`src/rtl/seg7_display_scanner.sv`:
```
// Time-multiplexed driver for a 4-digit common-anode seven-segment display.
// The digit bus is captured once per scan frame so that one frame never mixes old and new values.
module seg7_display_scanner #(
    parameter int unsigned REFRESH_DIV   = 100000,
    parameter bit          BLANK_LEADING = 1'b1
) (
    input  logic       clk,
    input  logic       reset,
    input  logic [3:0] digit1,
    input  logic [3:0] digit2,
    input  logic [3:0] digit3,
    input  logic [3:0] digit4,
    input  logic       dot,
    output logic [3:0] an,
    output logic [6:0] seg,
    output logic       dp,
    output logic       frame_tick
);

    localparam int unsigned     CntW   = (REFRESH_DIV > 1) ? $clog2(REFRESH_DIV) : 1;
    localparam logic [CntW-1:0] CntMax = CntW'(REFRESH_DIV - 1);

    logic [CntW-1:0] cnt_q, cnt_d;
    logic [1:0]      slot_q, slot_d;
    logic [3:0]      sh1_q, sh2_q, sh3_q, sh4_q;
    logic            sh_dot_q;
    logic [3:0]      an_q, an_d;
    logic [6:0]      seg_q, seg_d;
    logic            dp_q, dp_d;
    logic            tick_q;

    logic            snap;
    logic [3:0]      e1, e2, e3, e4, code;
    logic            edot, blank;
    logic            z1, z12, z123;

    function automatic logic [6:0] decode(input logic [3:0] c);
        logic [6:0] s;
        case (c)
            4'h0:    s = 7'b1000000;
            4'h1:    s = 7'b1111001;
            4'h2:    s = 7'b0100100;
            4'h3:    s = 7'b0110000;
            4'h4:    s = 7'b0011001;
            4'h5:    s = 7'b0010010;
            4'h6:    s = 7'b0000010;
            4'h7:    s = 7'b1111000;
            4'h8:    s = 7'b0000000;
            4'h9:    s = 7'b0010000;
            4'hA:    s = 7'b0111111;
            default: s = 7'b1111111;
        endcase
        return s;
    endfunction

    assign snap = (cnt_q == '0) && (slot_q == 2'd0);

    always_comb begin
        cnt_d  = cnt_q + 1'b1;
        slot_d = slot_q;
        if (cnt_q == CntMax) begin
            cnt_d  = '0;
            slot_d = slot_q + 2'd1;
        end

        // On the snapshot edge the shadows are still stale, so decode straight from the bus.
        e1   = snap ? digit1 : sh1_q;
        e2   = snap ? digit2 : sh2_q;
        e3   = snap ? digit3 : sh3_q;
        e4   = snap ? digit4 : sh4_q;
        edot = snap ? dot    : sh_dot_q;

        z1   = (e1 == 4'h0);
        z12  = z1 && (e2 == 4'h0) && !edot;
        z123 = z12 && (e3 == 4'h0);

        code  = e1;
        blank = 1'b0;
        an_d  = 4'b1111;
        unique case (slot_q)
            2'd0: begin code = e1; blank = z1;   an_d = 4'b0111; end
            2'd1: begin code = e2; blank = z12;  an_d = 4'b1011; end
            2'd2: begin code = e3; blank = z123; an_d = 4'b1101; end
            2'd3: begin code = e4; blank = 1'b0; an_d = 4'b1110; end
        endcase

        seg_d = (BLANK_LEADING && blank) ? 7'h7F : decode(code);
        dp_d  = !((slot_q == 2'd1) && edot);
    end

    always_ff @(posedge clk or posedge reset) begin
        if (reset) begin
            cnt_q    <= '0;
            slot_q   <= 2'd0;
            sh1_q    <= 4'hF;
            sh2_q    <= 4'hF;
            sh3_q    <= 4'hF;
            sh4_q    <= 4'hF;
            sh_dot_q <= 1'b0;
            an_q     <= 4'b1111;
            seg_q    <= 7'h7F;
            dp_q     <= 1'b1;
            tick_q   <= 1'b0;
        end else begin
            cnt_q  <= cnt_d;
            slot_q <= slot_d;
            if (snap) begin
                sh1_q    <= digit1;
                sh2_q    <= digit2;
                sh3_q    <= digit3;
                sh4_q    <= digit4;
                sh_dot_q <= dot;
            end
            an_q   <= an_d;
            seg_q  <= seg_d;
            dp_q   <= dp_d;
            tick_q <= snap;
        end
    end

    assign an         = an_q;
    assign seg        = seg_q;
    assign dp         = dp_q;
    assign frame_tick = tick_q;

endmodule

```
`config.mk`:
```
export PLATFORM = sky130hd
export DESIGN_NAME = seg7_display_scanner
export DESIGN_NICKNAME = d
export VERILOG_FILES = /design/src/rtl/seg7_display_scanner.sv
export SDC_FILE = /design/constraint.sdc
export NUM_CORES = 1
export LEC_CHECK = 0
export CAP_MARGIN = 20
export CORE_MARGIN = 10
export CORE_UTILIZATION = 52
export DETAILED_ROUTE_END_ITERATION = 10
export DONT_BUFFER_PORTS = 1
export GPL_TIMING_DRIVEN = 0
export PLACE_DENSITY = 0.72
export SLEW_MARGIN = 5
export SYNTH_ARGS = -nofsm -noshare
export SYNTH_HDL_FRONTEND = slang
export SYNTH_SLANG_ARGS = --single-unit
```
`constraint.sdc`:
```
create_clock -name clk -period 2.8 [get_ports clk]
set_input_delay 0.84 -clock clk [delete_from_list [all_inputs] [get_ports clk]]
set_output_delay 0.84 -clock clk [all_outputs]
set_load 0.005 [all_outputs]
```
==> run summary <==
Crit path max fanout: 10
Max-slew violations: 0
FP Rows: 26
Post-Route WL: 5320 um
Maximum vdd drop: 0.000223 V
Synth area leader: dfstp_2
Vias: 1814
Post-CTS setup buffer count: 0
Initial antenna violation count: 0
Register area: 0.00126 mm^2
Cells after Synth: 247
Net count of the finished layout: 289
Vias in the first global route: 1886
DR WL/cell: 16.3 um
Min cycle time layout: 2.62 ns
Pin count of the biggest net entering global routing: 36
R2R cell count: 10
Area of the die: 0.00867 mm^2
Seq/Total Area, Yosys: 0.454
Yosys warning total: 0
Die height: 93.1 um
Fill count: 448
Syn nets: 281
Routed length on met3: 283 um
Worst Path Required: 3.04 ns
Root Driver: clkbuf_8
FMAX: 382 MHz
Initial core utilization: 0.541
Max Used Layer: met4
Final antenna-violating net count: 0
Status: finished clean
#FFs+latches synth: 49
DIE WIDTH: 93.1 um
Crit Reg-Reg Endpoint: seg[1]
RSZ-0062 raised after global routing: false
Worst path bufs/invs: 2
Final worst path period share: 0.935
Critical Setup Path Class: flop to flop
DR DRC count: 0
DP HPWL: 4000 um
Crit path max-delay family: simple AND/OR/NAND/NOR gates
Worst-Skew Late Latency: 0.30 ns
Multi-input logic area: 0.00143 mm^2
Area growth from synthesis to layout: 8.55%
Mean Syn Cell Area: 11.3 um^2
CTS H-tree depth: 2
Global router's overall resource usage: 0.130
Fin worst setup slack: 0.182 ns
DRT Pass-1 Iters: 4
Startpoint Class: flop
Core ar.: 0.00514 mm^2
Final setup viols: 0
Max Cap Violations: 0
Skew final: 0.0122 ns
Reg clk slew, reported paths: 0.09 ns
Share of cells above drive strength 1: 0.309
Placer Congestion: 0.810
CP endpoint kind: flop
Synth cell types: 49
Iteration-0 DRC Markers: 86
CTS Sinks: 49
Gr ovfl total: 0
CP arrival: 2.86 ns
Endpoints failing hold: 0
Delay of the slowest critical-path stage: 0.47 ns
TritonCTS clock tree: done
Crit-path cells: nor4_4, nand4_4, nor2_8, buf_6, mux2i_2, o31ai_4, ha_1, inv_1, o21ai_1, a21o_1
FF-to-FF Start: cnt_q[2]
Metal2 WL: 2640 um
Leakage power: 1.23 nW
Routed vias/inst: 5.56
Ys async rst share: 1.00
Clock Path Buffers: 2
Setup crit start: cnt_q[2]
Pre-CTS setup slack: 0.151 ns
R2R setup slack: 0.18 ns
I/O Buffers: 0
Pwr/cell area: 440 mW/mm^2
Fin Setup TNS: 0 ns
CP max-delay cell: dfrtp_1
Post-synth EDFFs: 0
Worst hold path type: primary input to async pin
Commonest non-fill, non-tap cells in the layout: dfstp_2 (28), nand3_1 (21), dfrtp_1 (21), nand2_1 (17), nor2_1 (15)
Area of the mapped netlist: 0.00278 mm^2
Met1 WL: 2340 um
Num CTS Buffers: 5
Least-Margin Pin Slew: 0.469 ns
Top Ports: 32
Primary FF master, synth: dfstp_2
Synth area leaders: dfstp_2 (26%), dfrtp_1 (19%), ha_1 (6.8%)
Top cell type's share of synthesized area: 0.265
First-pass GRT wire length: 9120 um
Commonest non-fill, non-tap cell in the layout: dfstp_2
Max_slew headroom: 0.687
ANT cells: 0
-- stage by stage --
step / hold WS (ns) / area, um^2 / power (mW) / cells / util
floorplan: 0.468 / 2780 / 0.830 / 247 / -
global placement: 0.489 / 2870 / 0.845 / 317 / 0.558
detailed placement: 0.492 / 2890 / 0.851 / 318 / 0.562
CTS: 0.371 / 3000 / 1.34 / 326 / 0.583
global route: 0.373 / 3020 / 1.38 / 326 / 0.587
finish: 0.365 / 3020 / 1.33 / 326 / 0.587
-- sequential cells by signal (all words and copies together) (netlist names) --
| register | count |
|---|---|
| sh4_q | 4 |
| sh3_q | 4 |
| an | 4 |
| sh_dot_q | 1 |
| sh2_q | 4 |
| seg | 7 |
| slot_q | 2 |
| dp | 1 |
| cnt_q | 17 |
| frame_tick | 1 |
| sh1_q | 4 |
-- timing repair --
| item | in CTS | in global routing |
|---|---|---|
| resized for setup | 0 | 5 |
| hold buffers | 0 | 0 |
| hold endpoints to repair | 0 | 0 |
| endpoints found under the setup margin | 0 | 2 |
-- worst max path at each step --
stage	endpoint	slack [ns]	depth (start not counted)
6_report	seg[1]	0.18	10
5_1_grt	seg[1]	0.02	10
4_1_cts	seg[1]	0.13	11
3_5_place_dp	seg[1]	0.15	10
3_3_place_gp	seg[1]	0.16	10
2_1_floorplan	seg[1]	0.46	11
-- cell type report --
type	count	area share
Clock buffer	8	0.0369
Sequential cell	49	0.418
Timing Repair Buffer	1	0.00664
Inverter	14	0.0174
Multi-Input combinational cell	175	0.472
Buffer	9	0.0195
Tap cell	70	0.0290
-- worst reg2reg max path, delay by kind of cell, from the launching register on --
family	cells	cell delay (ns)
AO/OA/AOI/OAI	3	0.36
multiplexers	1	0.30
adder cells (fa/ha/maj)	1	0.29
buffers and inverters	2	0.26
flip-flops	1	0.47
AND/OR/NAND/NOR	3	0.89
-- kinds of logic (layout without fill, tap and decap cells) --
family,after synthesis,in the layout,synth area share
adders and majority gates,15,15,0.0675
and+or+nand+nor,85,85,0.194
AOI/OAI and AO/OA,42,42,0.129
muxes,17,17,0.0653
buffers and inverters,23,32,0.0401
DFF,49,49,0.454
xor gates and xnor gates,16,16,0.0504
-- synthesized netlist by cell type (2+ instances only) --
cell and count:
mux2_2 9, buf_6 2, and4_1 3, ha_1 15
mux2i_1 8, o21ai_0 8, a21o_1 2, buf_2 5
o31ai_4 3, nand2_1 17, nor4_1 4, nor3_1 4
a21boi_1 3, and3_1 2, dfrtp_1 21, a22oi_1 8
xnor2_1 11, inv_1 14, dfstp_2 28, o21ai_1 4
xor2_1 5, and2_1 2, nor4_4 3, nand4_1 3
a21oi_1 5, nor2_1 15, nand3_1 21
-- power breakdown --
| part | internal (mW) | switching (mW) | total [mW] |
|---|---|---|---|
| clock network | 0.256 | 0.233 | 0.489 |
| logic | 0.0331 | 0.0450 | 0.0781 |
| registers | 0.746 | 0.0126 | 0.759 |
-- routing by layer --
metal  vias to the layer above  GRT usage
met5                         -          0
met4                         0     0.0398
met3                         6     0.0440
met2                        29      0.215
met1                       890      0.155
li1                        889          -
Note: power is estimated with default switching activity, not from simulation.
